<file path="config.mk">
export PLATFORM = sky130hd
export DESIGN_NAME = lzma2_hash_bank_arbiter_flat
export DESIGN_NICKNAME = d
export VERILOG_FILES = /design/src/rtl/lzma2_compression_pkg.sv /design/src/rtl/lzma2_hash_bank_arbiter_if.sv /design/src/rtl/lzma2_rr_arbiter.sv /design/src/rtl/lzma2_hash_bank_arbiter.sv /design/src/flat_wrapper.sv
export SDC_FILE = /design/constraint.sdc
export NUM_CORES = 1
export LEC_CHECK = 0
export BUFFER_PORTS_ARGS = -buffer_cell sky130_fd_sc_hd__buf_2
export CORE_AREA = 2 2 156 158
export DETAILED_ROUTE_END_ITERATION = 16
export DIE_AREA = 0 0 158 160
export GPL_TIMING_DRIVEN = 0
export SYNTH_ARGS = -nofsm -noshare
export SYNTH_HDL_FRONTEND = slang
export SYNTH_SLANG_ARGS = --single-unit
</file>
<file path="constraint.sdc">
create_clock -name clk -period 5.1 [get_ports clk]
set_input_delay 1.02 -clock clk [delete_from_list [all_inputs] [get_ports clk]]
set_output_delay 1.02 -clock clk [all_outputs]
set_load 0.02 [all_outputs]
</file>
<file path="src/rtl/lzma2_compression_pkg.sv">
// rtl/lzma2_compression_pkg.sv - shared compressor constants and types
package lzma2_compression_pkg;

    localparam int PARALLEL_HASH_UNITS = 8;
    localparam int HASH_BITS           = 15;
    localparam int WINDOW_POS_BITS     = 15;

    typedef struct packed {
        logic                       write;
        logic [HASH_BITS-1:0]       hash;
        logic [WINDOW_POS_BITS-1:0] pos;
    } hash_req_t;

    typedef enum logic [1:0] {
        CLEAR,
        RUN,
        DRAIN
    } arb_state_t;

    typedef struct packed {
        logic        valid;
        logic [14:0] pos;
    } hash_head_t;

endpackage

</file>
<file path="src/rtl/lzma2_hash_bank_arbiter_if.sv">
// rtl/lzma2_hash_bank_arbiter_if.sv - hash-unit request/response bundle
interface lzma2_hash_bank_arbiter_if #(
    parameter int NUM_REQ   = 8,
    parameter int HASH_BITS = 15,
    parameter int POS_BITS  = 15
);
    logic [NUM_REQ-1:0]           req_valid;
    logic [NUM_REQ-1:0]           req_write;
    logic [NUM_REQ*HASH_BITS-1:0] req_hash;
    logic [NUM_REQ*POS_BITS-1:0]  req_pos;
    logic [NUM_REQ-1:0]           req_ready;
    logic [NUM_REQ-1:0]           rsp_valid;
    logic [POS_BITS-1:0]          rsp_pos;
    logic                         rsp_hit;

    modport master (
        output req_valid, req_write, req_hash, req_pos,
        input  req_ready, rsp_valid, rsp_pos, rsp_hit
    );

    modport slave (
        input  req_valid, req_write, req_hash, req_pos,
        output req_ready, rsp_valid, rsp_pos, rsp_hit
    );
endinterface

</file>
<file path="src/rtl/lzma2_rr_arbiter.sv">
// rtl/lzma2_rr_arbiter.sv - round-robin grant, pointer advances past each winner
module lzma2_rr_arbiter #(
    parameter int N = 8,
    localparam int IW = (N > 1) ? $clog2(N) : 1
) (
    input  logic          clk,
    input  logic          rst_n,
    input  logic [N-1:0]  req,
    output logic [N-1:0]  gnt,
    output logic [IW-1:0] gnt_idx,
    output logic          gnt_any
);
    logic [IW-1:0] ptr;
    logic [IW-1:0] cand;

    always_comb begin
        gnt     = '0;
        gnt_idx = '0;
        gnt_any = 1'b0;
        cand    = '0;
        for (int off = 0; off < N; off++) begin
            cand = IW'((int'(ptr) + off) % N);
            if (!gnt_any && req[cand]) begin
                gnt_any = 1'b1;
                gnt_idx = cand;
            end
        end
        if (gnt_any) gnt[gnt_idx] = 1'b1;
    end

    always_ff @(posedge clk or negedge rst_n) begin
        if (!rst_n) begin
            ptr <= '0;
        end else if (gnt_any) begin
            ptr <= (gnt_idx == IW'(N - 1)) ? '0 : gnt_idx + 1'b1;
        end
    end
endmodule

</file>
<file path="src/rtl/lzma2_hash_bank_arbiter.sv">
// rtl/lzma2_hash_bank_arbiter.sv - shares one hash-head SRAM among parallel hash units
// Optional grant/stall counters: LZMA2_HASH_ARB_STATS_EN
module lzma2_hash_bank_arbiter
    import lzma2_compression_pkg::*;
#(
    parameter int NUM_REQ     = lzma2_compression_pkg::PARALLEL_HASH_UNITS,
    parameter int HASH_BITS   = lzma2_compression_pkg::HASH_BITS,
    parameter int POS_BITS    = 15,
    parameter int RAM_LATENCY = 2
) (
    input  logic                  clk,
    input  logic                  rst_n,
    lzma2_hash_bank_arbiter_if.slave hb,
    input  logic                  clear_start,
    output logic                  clear_busy,
    output logic                  ram_en,
    output logic                  ram_we,
    output logic [HASH_BITS-1:0]  ram_addr,
    output logic [POS_BITS:0]     ram_wdata,
    input  logic [POS_BITS:0]     ram_rdata,
    output logic [31:0]           stat_grants,
    output logic [31:0]           stat_stalls
);
    localparam int IW = (NUM_REQ > 1) ? $clog2(NUM_REQ) : 1;

    arb_state_t               state, state_d;
    logic [HASH_BITS-1:0]     clear_addr;
    logic [NUM_REQ-1:0]       arb_req, gnt;
    logic [IW-1:0]            gnt_idx;
    logic                     gnt_any;
    logic                     lookup_grant;
    logic [RAM_LATENCY-1:0]   tag_vld;
    logic [IW-1:0]            tag_idx [RAM_LATENCY];

    assign arb_req      = (state == RUN) ? hb.req_valid : '0;
    assign lookup_grant = gnt_any & ~hb.req_write[gnt_idx];
    assign hb.req_ready = gnt;

    lzma2_rr_arbiter #(.N(NUM_REQ)) u_rr (
        .clk     (clk),
        .rst_n   (rst_n),
        .req     (arb_req),
        .gnt     (gnt),
        .gnt_idx (gnt_idx),
        .gnt_any (gnt_any)
    );

    always_ff @(posedge clk or negedge rst_n) begin
        if (!rst_n) begin
            state      <= CLEAR;
            clear_addr <= '0;
        end else begin
            state      <= state_d;
            clear_addr <= (state == CLEAR && !clear_start) ? clear_addr + 1'b1 : '0;
        end
    end

    // The clear drive is gated by rst_n so the SRAM sees no enable while held in reset.
    always_comb begin
        state_d    = state;
        clear_busy = (state != RUN);
        ram_en     = 1'b0;
        ram_we     = 1'b0;
        ram_addr   = '0;
        ram_wdata  = '0;
        if (state == CLEAR && rst_n) begin
            ram_en   = 1'b1;
            ram_we   = 1'b1;
            ram_addr = clear_addr;
        end else if (gnt_any) begin
            ram_en   = 1'b1;
            ram_we   = hb.req_write[gnt_idx];
            ram_addr = hb.req_hash[gnt_idx*HASH_BITS +: HASH_BITS];
            if (hb.req_write[gnt_idx])
                ram_wdata = {1'b1, hb.req_pos[gnt_idx*POS_BITS +: POS_BITS]};
        end
        case (state)
            CLEAR:   if (!clear_start && (&clear_addr)) state_d = RUN;
            RUN:     if (clear_start) state_d = DRAIN;
            DRAIN:   if (tag_vld == '0) state_d = CLEAR;
            default: state_d = CLEAR;
        endcase
    end

    // Tag pipe tracks which unit owns the read data arriving RAM_LATENCY cycles later.
    always_ff @(posedge clk or negedge rst_n) begin
        if (!rst_n) begin
            tag_vld <= '0;
            for (int k = 0; k < RAM_LATENCY; k++) tag_idx[k] <= '0;
        end else begin
            tag_vld[0] <= lookup_grant;
            tag_idx[0] <= gnt_idx;
            for (int k = 1; k < RAM_LATENCY; k++) begin
                tag_vld[k] <= tag_vld[k-1];
                tag_idx[k] <= tag_idx[k-1];
            end
        end
    end

    assign hb.rsp_valid = tag_vld[RAM_LATENCY-1] ? (NUM_REQ'(1) << tag_idx[RAM_LATENCY-1]) : '0;
    assign hb.rsp_pos   = tag_vld[RAM_LATENCY-1] ? ram_rdata[POS_BITS-1:0] : '0;
    assign hb.rsp_hit   = tag_vld[RAM_LATENCY-1] & ram_rdata[POS_BITS];

`ifdef LZMA2_HASH_ARB_STATS_EN
    logic [31:0] grants_q, stalls_q;
    logic        multi_req;

    assign multi_req = ($countones(hb.req_valid) > 1);

    always_ff @(posedge clk or negedge rst_n) begin
        if (!rst_n) begin
            grants_q <= '0;
            stalls_q <= '0;
        end else if (state_d == CLEAR && state != CLEAR) begin
            grants_q <= '0;
            stalls_q <= '0;
        end else if (state == RUN) begin
            if (gnt_any && !(&grants_q)) grants_q <= grants_q + 1'b1;
            if (multi_req && !(&stalls_q)) stalls_q <= stalls_q + 1'b1;
        end
    end

    assign stat_grants = grants_q;
    assign stat_stalls = stalls_q;
`else
    assign stat_grants = '0;
    assign stat_stalls = '0;
`endif
endmodule

</file>
<file path="src/flat_wrapper.sv">
// flat-port wrapper written by rule: the top's interface ports become plain ports
module lzma2_hash_bank_arbiter_flat import lzma2_compression_pkg::*;
#(
    parameter int NUM_REQ     = lzma2_compression_pkg::PARALLEL_HASH_UNITS,
    parameter int HASH_BITS   = lzma2_compression_pkg::HASH_BITS,
    parameter int POS_BITS    = 15,
    parameter int RAM_LATENCY = 2
)
  (clk, rst_n, clear_start, clear_busy, ram_en, ram_we, ram_addr, ram_wdata, ram_rdata, stat_grants, stat_stalls, hb_req_valid, hb_req_write, hb_req_hash, hb_req_pos, hb_req_ready, hb_rsp_valid, hb_rsp_pos, hb_rsp_hit);
  lzma2_hash_bank_arbiter_if #(.NUM_REQ(NUM_REQ), .HASH_BITS(HASH_BITS), .POS_BITS(POS_BITS)) hb_i ();
  input  logic clk;
  input  logic rst_n;
  input  logic clear_start;
  output logic clear_busy;
  output logic ram_en;
  output logic ram_we;
  output logic [HASH_BITS-1:0] ram_addr;
  output logic [POS_BITS:0] ram_wdata;
  input  logic [POS_BITS:0] ram_rdata;
  output logic [31:0] stat_grants;
  output logic [31:0] stat_stalls;
  input wire logic [$bits(hb_i.req_valid)-1:0] hb_req_valid;
  input wire logic [$bits(hb_i.req_write)-1:0] hb_req_write;
  input wire logic [$bits(hb_i.req_hash)-1:0] hb_req_hash;
  input wire logic [$bits(hb_i.req_pos)-1:0] hb_req_pos;
  output wire logic [$bits(hb_i.req_ready)-1:0] hb_req_ready;
  output wire logic [$bits(hb_i.rsp_valid)-1:0] hb_rsp_valid;
  output wire logic [$bits(hb_i.rsp_pos)-1:0] hb_rsp_pos;
  output wire logic [$bits(hb_i.rsp_hit)-1:0] hb_rsp_hit;
  assign hb_i.req_valid = hb_req_valid;
  assign hb_i.req_write = hb_req_write;
  assign hb_i.req_hash = hb_req_hash;
  assign hb_i.req_pos = hb_req_pos;
  assign hb_req_ready = hb_i.req_ready;
  assign hb_rsp_valid = hb_i.rsp_valid;
  assign hb_rsp_pos = hb_i.rsp_pos;
  assign hb_rsp_hit = hb_i.rsp_hit;
  lzma2_hash_bank_arbiter #(.NUM_REQ(NUM_REQ), .HASH_BITS(HASH_BITS), .POS_BITS(POS_BITS), .RAM_LATENCY(RAM_LATENCY)) u_core (.clk(clk), .rst_n(rst_n), .hb(hb_i), .clear_start(clear_start), .clear_busy(clear_busy), .ram_en(ram_en), .ram_we(ram_we), .ram_addr(ram_addr), .ram_wdata(ram_wdata), .ram_rdata(ram_rdata), .stat_grants(stat_grants), .stat_stalls(stat_stalls));
endmodule
</file>
==> results.txt, run 1 <==
----------------------------------------------------
[Run status]
  Status ... complete, no violations

[Detailed routing]
  Number of nets with antenna violations after routing ... 0
  Routed wirelength normalized by instance count ... around 18 um
  Count of TritonRoute iterations in the first routing pass ... 5
  Drt drc ... 0
  Vias ... about 6,700
  Total Wirelength ... 25.4 mm
  Avg Vias per Cell ... between 4 and 5
  Iteration-0 DRC count of the detailed router ... 461

[Global route]
  Global route hottest layer ... met2
  Routing usage on met3 ... under 10%
  Final global-route overflow total ... 0
  Global-route wire length before repair ... around 35 mm
  Vias in the first global route ... around 6,200
  Met1 track demand over resource in global routing ... between 20% and 30%
  Number of antenna violations at the first check in global routing ... 3
  Global-route met2 utilization ... between 30% and 40%
  Total GRT Usage ... between 10% and 20%
  Maximum number of pins on one net before global-route repair ... 31

[STA]
  Setup repair after global routing missed its margin ... true
  Clock Skew ... between 0.005 and 0.006 ns
  Post-layout minimum cycle time ... 5.06 ns
  Worst slew pin tran ... slightly below 0.7 ns
  Fin. max-slew vios ... 0
  Final Hold Fails ... 0
  Max-slew headroom at the worst pin ... a little over half
  Number of failing setup endpoints in the final timing report ... 0
  Maximum clock frequency ... ~0.20 GHz
  Fin crit share ... between 90% and 100%

[Yosys]
  Cells after synthesis ... between 600 and 700
  Yosys warning total ... 0
  Largest area contributor in the netlist ... sky130_fd_sc_hd__mux2_2
  #FFs+latches synth ... 28
  Number of distinct library cells after synthesis ... 73
  Cell area after synthesis ... 0.00544 mm2
  Number of enable flip-flop cells after synthesis ... 0
  Sequential element share of the synthesized area ... between 10% and 20%
  Top cell type's share of synthesized area ... between 10% and 20%
  Most used standard cell by instance count after synthesis ... sky130_fd_sc_hd__buf_4
  Post-synthesis average cell area ... 8.38 um2
  Dominant synthesized flop cell ... sky130_fd_sc_hd__dfrtp_1
  Area contributors post-synth ... sky130_fd_sc_hd__mux2_2 (14%), sky130_fd_sc_hd__dfrtp_1 (13%), sky130_fd_sc_hd__buf_4 (9.4%)
  Commonest cells in the netlist ... sky130_fd_sc_hd__buf_4 (68), sky130_fd_sc_hd__mux2_2 (67), sky130_fd_sc_hd__nand2_1 (63)
  Async set-or-reset flop fraction in the synthesized netlist ... 100%

[Setup path]
  Slowest stage delay, CP ... about 0.56 ns
  Worst Path Required ... around 4.1 ns
  Worst Path Class, Setup ... in -> out
  Crit Reg-Reg Startpoint ... u_core.u_rr.ptr[1]
  Worst path arrival time ... a little over 4 ns
  Dominant delay contributor by cell family on the critical path ... multiplexers
  Crit-path most repeated cell ... sky130_fd_sc_hd__buf_12
  Maximum fanout along the worst path ... 5
  Ordered list of cells on the worst path ... buf_12, mux2_4, mux4_2, and2_4, and4_4, o22ai_4, inv_4, mux2i_4, a221o_2, buf_12, a211oi_4, buf_6
  CP Buf/Inv Count ... 4
  CP Launch Point ... hb_req_valid[7]
  CP Launch Type ... primary input
  Slowest cell on the critical path ... sky130_fd_sc_hd__mux4_2
  Endpoint kind of the worst setup timing path ... output port

[Clock tree]
  CTS tree ... yes
  Clock H-tree levels ... 1
  Clock tree root driver cell ... sky130_fd_sc_hd__clkbuf_16
  Clock-pin slew on the worst setup and hold paths ... ~0.070 ns
  Cts bufs inserted ... 3
  Longest Clk Path Bufs ... 2
  Clock insertion delay at the later pin of the skew report ... 0.26 ns
  Number of sinks handled by clock tree synthesis ... 28

[Power]
  Cell area power density ... around 650 mW/mm2
  Tot Pwr ... 5.74 mW
  Maximum ir drop on the vdd rail ... between 400 and 500 uV
  Leakage power figure ... ~4.4 nW

[Placed design]
  Placement-stage cell area ... around 0.0078 mm2
  Routability congestion estimate ... 0.902
  Number of input and output port buffers inserted ... between 300 and 400
  Final HPWL from detailed placement ... about 21 mm

[Layout]
  Sequential cell area in the final layout ... between 700 and 800 um2
  Area overhead of the layout relative to synthesis ... 62.6%
  Final std cell area, no fill ... about 0.009 mm2
  Fraction of final layout cells sized beyond drive strength 1 ... roughly three fifths
  Count of nets after finishing ... approximately 1,400
  Combined area of the multi-input logic cells ... between 0.004 and 0.005 mm2
  FILL cells ... around 2,600

[Floorplanning]
  Horizontal die dimension ... approximately 160 um
  Count of standard-cell rows ... between 50 and 60
  Area of the core ... 0.0238 mm2
  Initial core utilization ... between 20% and 30%
  Height of the die ... about 160 um
  Die footprint ... between 0.02 and 0.03 mm2
  Num ports ... roughly 410

[Job]
  Number of maximum-capacitance constraint violations ... 0

[Min path]
  Worst min-delay path category ... reg -> reg
  Hold path startpoint ... u_core.tag_idx[3]

----------------------------------------------------
-- worst paths after layout --
check | to | slack [ns] | cells after the start
setup / recovery | ram_wdata[14] | 0.04 | 12
hold / removal | u_core.tag_idx[0] | 0.35 | 0
setup reg to reg | u_core.tag_vld[0] | 1.50 | 15
hold reg to reg | u_core.tag_idx[0] | 0.35 | 0
max in group asynchronous | u_core.tag_idx[5] | 3.87 | 1
min in group asynchronous | u_core.clear_addr[8] | 0.79 | 1
-- registers in the layout (all words and copies together) (netlist names) --
register,cells
u_core.clear_addr,15
u_core.tag_idx,6
u_core.u_rr.ptr,3
u_core.state,2
u_core.tag_vld,2
-- layer usage --
layer	share of wire [%]	vias up
met1	43	3109
met4	1.8	0
met3	6.3	24
met2	49	340
li1	-	3210
met5	0	-
-- placed cells by master, fill, tap and decap left out, types with 6 or more instances in the layout --
cell type	n
sky130_fd_sc_hd__a211o_1	8
sky130_fd_sc_hd__a221oi_1	8
sky130_fd_sc_hd__nand3_1	9
sky130_fd_sc_hd__o2bb2ai_1	9
sky130_fd_sc_hd__o22ai_1	32
sky130_fd_sc_hd__buf_12	8
sky130_fd_sc_hd__o22a_1	9
sky130_fd_sc_hd__mux2_2	64
sky130_fd_sc_hd__buf_6	19
sky130_fd_sc_hd__and2_1	18
sky130_fd_sc_hd__mux2i_4	7
sky130_fd_sc_hd__nand2_1	62
sky130_fd_sc_hd__mux2_4	12
sky130_fd_sc_hd__buf_4	122
sky130_fd_sc_hd__clkbuf_4	6
sky130_fd_sc_hd__buf_2	329
sky130_fd_sc_hd__nor2_1	48
sky130_fd_sc_hd__conb_1	64
sky130_fd_sc_hd__a22oi_1	16
sky130_fd_sc_hd__xor2_1	7
sky130_fd_sc_hd__clkbuf_1	8
sky130_fd_sc_hd__nor3_1	11
sky130_fd_sc_hd__mux2i_1	32
sky130_fd_sc_hd__dfrtp_1	28
sky130_fd_sc_hd__a21oi_1	6
sky130_fd_sc_hd__a211oi_2	14
sky130_fd_sc_hd__a32o_1	8
sky130_fd_sc_hd__o211ai_1	10
-- metrics by stage --
stage          TNS [ns]  setup slack, ns  hold slack [ns]  util, %  cells
2_1_floorplan         0            0.266            0.331        -    712
3_3_place_gp     -14.58           -0.680            0.335     32.7   1376
3_5_place_dp     -15.83           -0.698            0.335     32.7   1376
4_1_cts          -0.147          -0.0735            0.350     35.1   1404
5_1_grt         -0.0976          -0.0296            0.358     37.1   1425
6_report              0           0.0404            0.349     37.1   1428
-- final cells by class --
type | count | area share (%)
Multi-Input combinational cell | 559 | 50.9
Timing Repair Buffer | 387 | 24.9
Buffer | 111 | 9.81
Sequential cell | 28 | 7.93
Tap cell | 324 | 4.59
Clock buffer | 4 | 1.00
Inverter | 11 | 0.694
Antenna cell | 4 | 0.113
-- power breakdown --
group / internal (mW) / leakage, nW / switching (mW) / total, mW
Clock: 0.120 / 0.0442 / 0.0774 / 0.198
Combinational: 2.37 / 3.98 / 2.88 / 5.24
Sequential: 0.260 / 0.377 / 0.0328 / 0.293
-- cells by family (layout without fill, tap and decap cells) --
family / count (synthesis) / after routing / share of synthesized area (%)
and+or+nand+nor: 192 / 192 / 17.6
AOI/OAI and AO/OA: 161 / 161 / 24.0
buffers and inverters: 125 / 513 / 15.2
muxes: 122 / 122 / 26.2
DFF: 28 / 28 / 12.9
xor gates and xnor gates: 15 / 15 / 2.90
adders and majority gates: 5 / 5 / 1.15
other: 1 / 68 / 0.0690
-- timing repair --
item,in CTS,in global routing
gates cloned,0,1
gates resized for setup,75,85
pin swaps,19,19
setup endpoints to repair,40,32
hold buffers,0,0
buffers inserted,24,22
Note: power is estimated with default switching activity, not from simulation.
==> inputs of run 2 (changes only) <==
==> constraint.sdc (replaced) <==
create_clock -name clk -period 5.1 [get_ports clk]
set_input_delay 1.02 -clock clk [delete_from_list [all_inputs] [get_ports clk]]
set_output_delay 1.02 -clock clk [all_outputs]
set_load 0.1 [all_outputs]
==> run 2 against run 1 <==
Final area increased by 7.4%. Hold slack about the same. Clock skew up 0.0011 ns. Register-to-register slack got worse by 0.10 ns. Via count grew 0.15%. Die area stayed put. The run now ends with negative setup slack left. Setup slack got worse by 0.094 ns. Largest cell class unchanged. Cell count fell by 0.56%. Highest routed layer is now met5. Non-clock buffer count fell by 6.
==> results.txt, run 2 (synthesized netlist as in run 1, its figures left out) <==
----------------------------------------------------
[Clock tree]
  Clock tree root driver cell ... sky130_fd_sc_hd__clkbuf_16
  Longest Clk Path Bufs ... 2
  Clock H-tree levels ... 1
  Clock insertion delay at the later pin of the skew report ... roughly 0.27 ns
  Number of sinks handled by clock tree synthesis ... 28
  Cts bufs inserted ... 3
  Hold-fix buffers at CTS ... 0
  Clock-pin slew on the worst setup and hold paths ... 0.07 ns
  CTS tree ... yes

[Floorplanning]
  Count of standard-cell rows ... 57
  Horizontal die dimension ... 158 um
  Height of the die ... 160 um
  Initial core utilization ... 22.8%
  Die footprint ... 0.0253 mm2
  Area of the core ... between 0.02 and 0.025 mm2
  Num ports ... 405

[Detailed routing]
  Number of nets with antenna violations after routing ... 0
  Avg Vias per Cell ... 4.71
  Count of TritonRoute iterations in the first routing pass ... 5
  Vias ... roughly 6,700
  Iteration-0 DRC count of the detailed router ... between 400 and 500
  Total Wirelength ... around 27 mm
  Routed wirelength normalized by instance count ... between 15 and 20 um
  Drt drc ... 0

[STA]
  Max-slew headroom at the worst pin ... a little over half
  Final Hold Fails ... 0
  Number of failing setup endpoints in the final timing report ... 3
  Worst slew pin tran ... just over 0.7 ns
  Fin crit share ... 101%
  Final hold slack ... roughly 0.35 ns
  Fin. max-slew vios ... 0
  Maximum clock frequency ... between 0.15 and 0.2 GHz
  Post-layout minimum cycle time ... between 5 and 6 ns
  Setup TNS ... -0.0786 ns
  Clock Skew ... between 0.006 and 0.007 ns
  Worst-case setup margin in the final layout ... -0.0538 ns
  Setup repair after global routing missed its margin ... true

[Placed design]
  Number of input and output port buffers inserted ... 340
  Final HPWL from detailed placement ... between 20 and 25 mm
  Routability congestion estimate ... 0.901
  Post-placement worst setup slack ... -1.03 ns

[Setup path]
  Worst Path Required ... 4.08 ns
  Ordered list of cells on the worst path ... buf_6, buf_12, inv_8, ha_4, or3b_4, o22ai_4, o22a_2, o21a_1, o211ai_1, o22ai_4, clkinv_4, mux2i_4, a221o_1, buf_12, buf_12, a211oi_4, buf_12
  CP Launch Type ... flip-flop
  Endpoint kind of the worst setup timing path ... output port
  Maximum fanout along the worst path ... 7
  Dominant delay contributor by cell family on the critical path ... compound AO/OA/AOI/OAI gates
  CP Launch Point ... u_core.u_rr.ptr[0]
  Crit-path most repeated cell ... sky130_fd_sc_hd__buf_12
  CP Buf/Inv Count ... 7
  Slowest stage delay, CP ... 0.44 ns
  Worst path arrival time ... about 4.1 ns
  Slowest cell on the critical path ... sky130_fd_sc_hd__or3b_4
  Crit Reg-Reg Startpoint ... u_core.u_rr.ptr[0]
  Worst Path Class, Setup ... reg -> out

[Layout]
  Count of nets after finishing ... around 1,400
  Largest registers ... u_core.clear_addr x15, u_core.tag_idx x6, u_core.u_rr.ptr x3
  Flip-flop count of the largest register, all copies and words added ... 15
  Most common library cell in the layout ignoring fill and taps ... sky130_fd_sc_hd__buf_2
  Highest-count cells in the layout ignoring fill and taps ... sky130_fd_sc_hd__buf_2 (302), sky130_fd_sc_hd__buf_4 (119), sky130_fd_sc_hd__mux2_2 (66)
  Fraction of final layout cells sized beyond drive strength 1 ... approximately three fifths
  FILL cells ... ~2,400
  Top reg by flops ... u_core.clear_addr
  Area overhead of the layout relative to synthesis ... 74.6%

[Min path]
  Worst min-delay path category ... reg -> reg
  Hold path startpoint ... u_core.tag_idx[4]

[Job]
  Number of maximum-capacitance constraint violations ... 0

[Global route]
  Total GRT Usage ... between 10% and 20%
  Global-route wire length before repair ... about 37 mm
  Vias in the first global route ... approximately 6,400
  Final global-route overflow total ... 0
  Number of antenna violations at the first check in global routing ... 3
  Maximum number of pins on one net before global-route repair ... 31

[Run status]
  Violated checks ... negative setup slack
  Status ... complete, but fails checks

----------------------------------------------------
==> run 2: cell count changes in the layout (fill, tap and decap cells not counted), moves of 4 or more <==
cell / previous run / this run
sky130_fd_sc_hd__buf_12: 8 / 31
sky130_fd_sc_hd__a211oi_2: 14 / 4
sky130_fd_sc_hd__a221oi_1: 8 / 1
sky130_fd_sc_hd__a211oi_4: 2 / 14
sky130_fd_sc_hd__mux2i_1: 32 / 26
sky130_fd_sc_hd__nor2_1: 48 / 41
sky130_fd_sc_hd__nor2_2: 1 / 7
sky130_fd_sc_hd__buf_2: 329 / 302
sky130_fd_sc_hd__clkbuf_2: 4 / 0
sky130_fd_sc_hd__a221oi_2: 0 / 5
==> run 2: layout make-up <==
| type | instances | area [um2] | share of cell area, % |
|---|---|---|---|
| multi-input combinational | 559 | 4780 | 50.3 |
| timing repair buffer | 381 | 2510 | 26.4 |
| buffer | 111 | 932 | 9.82 |
| sequential | 28 | 702 | 7.39 |
| tap | 324 | 405 | 4.27 |
| clock buffer | 3 | 75.1 | 0.791 |
| inverter | 11 | 58.8 | 0.619 |
| clock inverter | 1 | 30.0 | 0.316 |
| antenna | 2 | 5.00 | 0.0527 |
==> run 2: per-layer routing <==
layer	up-vias	track usage (%)	wire length (um)
li1	3193	-	-
met1	3061	25.2	11000
met2	379	32.8	12600
met3	58	3.45	2090
met4	2	5.20	850
met5	-	0	12
==> run 2: final timing paths <==
| kind | end | slack (ns) | cells past startpoint |
|---|---|---|---|
| worst max-delay path | ram_wdata[4] | -0.05 | 17 |
| worst min-delay path | u_core.tag_idx[1] | 0.35 | 0 |
| worst max register to register | u_core.tag_vld[0] | 1.40 | 17 |
| worst min register to register | u_core.tag_idx[1] | 0.35 | 0 |
| max in group asynchronous | u_core.state[1] | 3.82 | 1 |
| min in group asynchronous | u_core.clear_addr[1] | 0.78 | 1 |
==> run 2: repair_timing <==
action,4_1_cts,5_1_grt
resized for setup,183,65
endpoints found under the setup margin,40,39
endpoints found under the hold margin,0,0
gates cloned,2,0
buffers inserted,25,14
pin swaps,31,24
==> run 2: through the flow <==
| stage | cells | utilization (%) | area (um2) |
|---|---|---|---|
| detailed placement | 1376 | 33.7 | 8030 |
| CTS | 1405 | 38.3 | 9120 |
| global route | 1418 | 39.8 | 9490 |
| global placement | 1376 | 33.7 | 8030 |
| finish | 1420 | 39.9 | 9500 |
| floorplan | 712 | - | 5920 |
Power of run 2 is left out: the tool's default activity adds up to more than one toggle a clock period on the data nets, which glitch-free logic cannot reach.
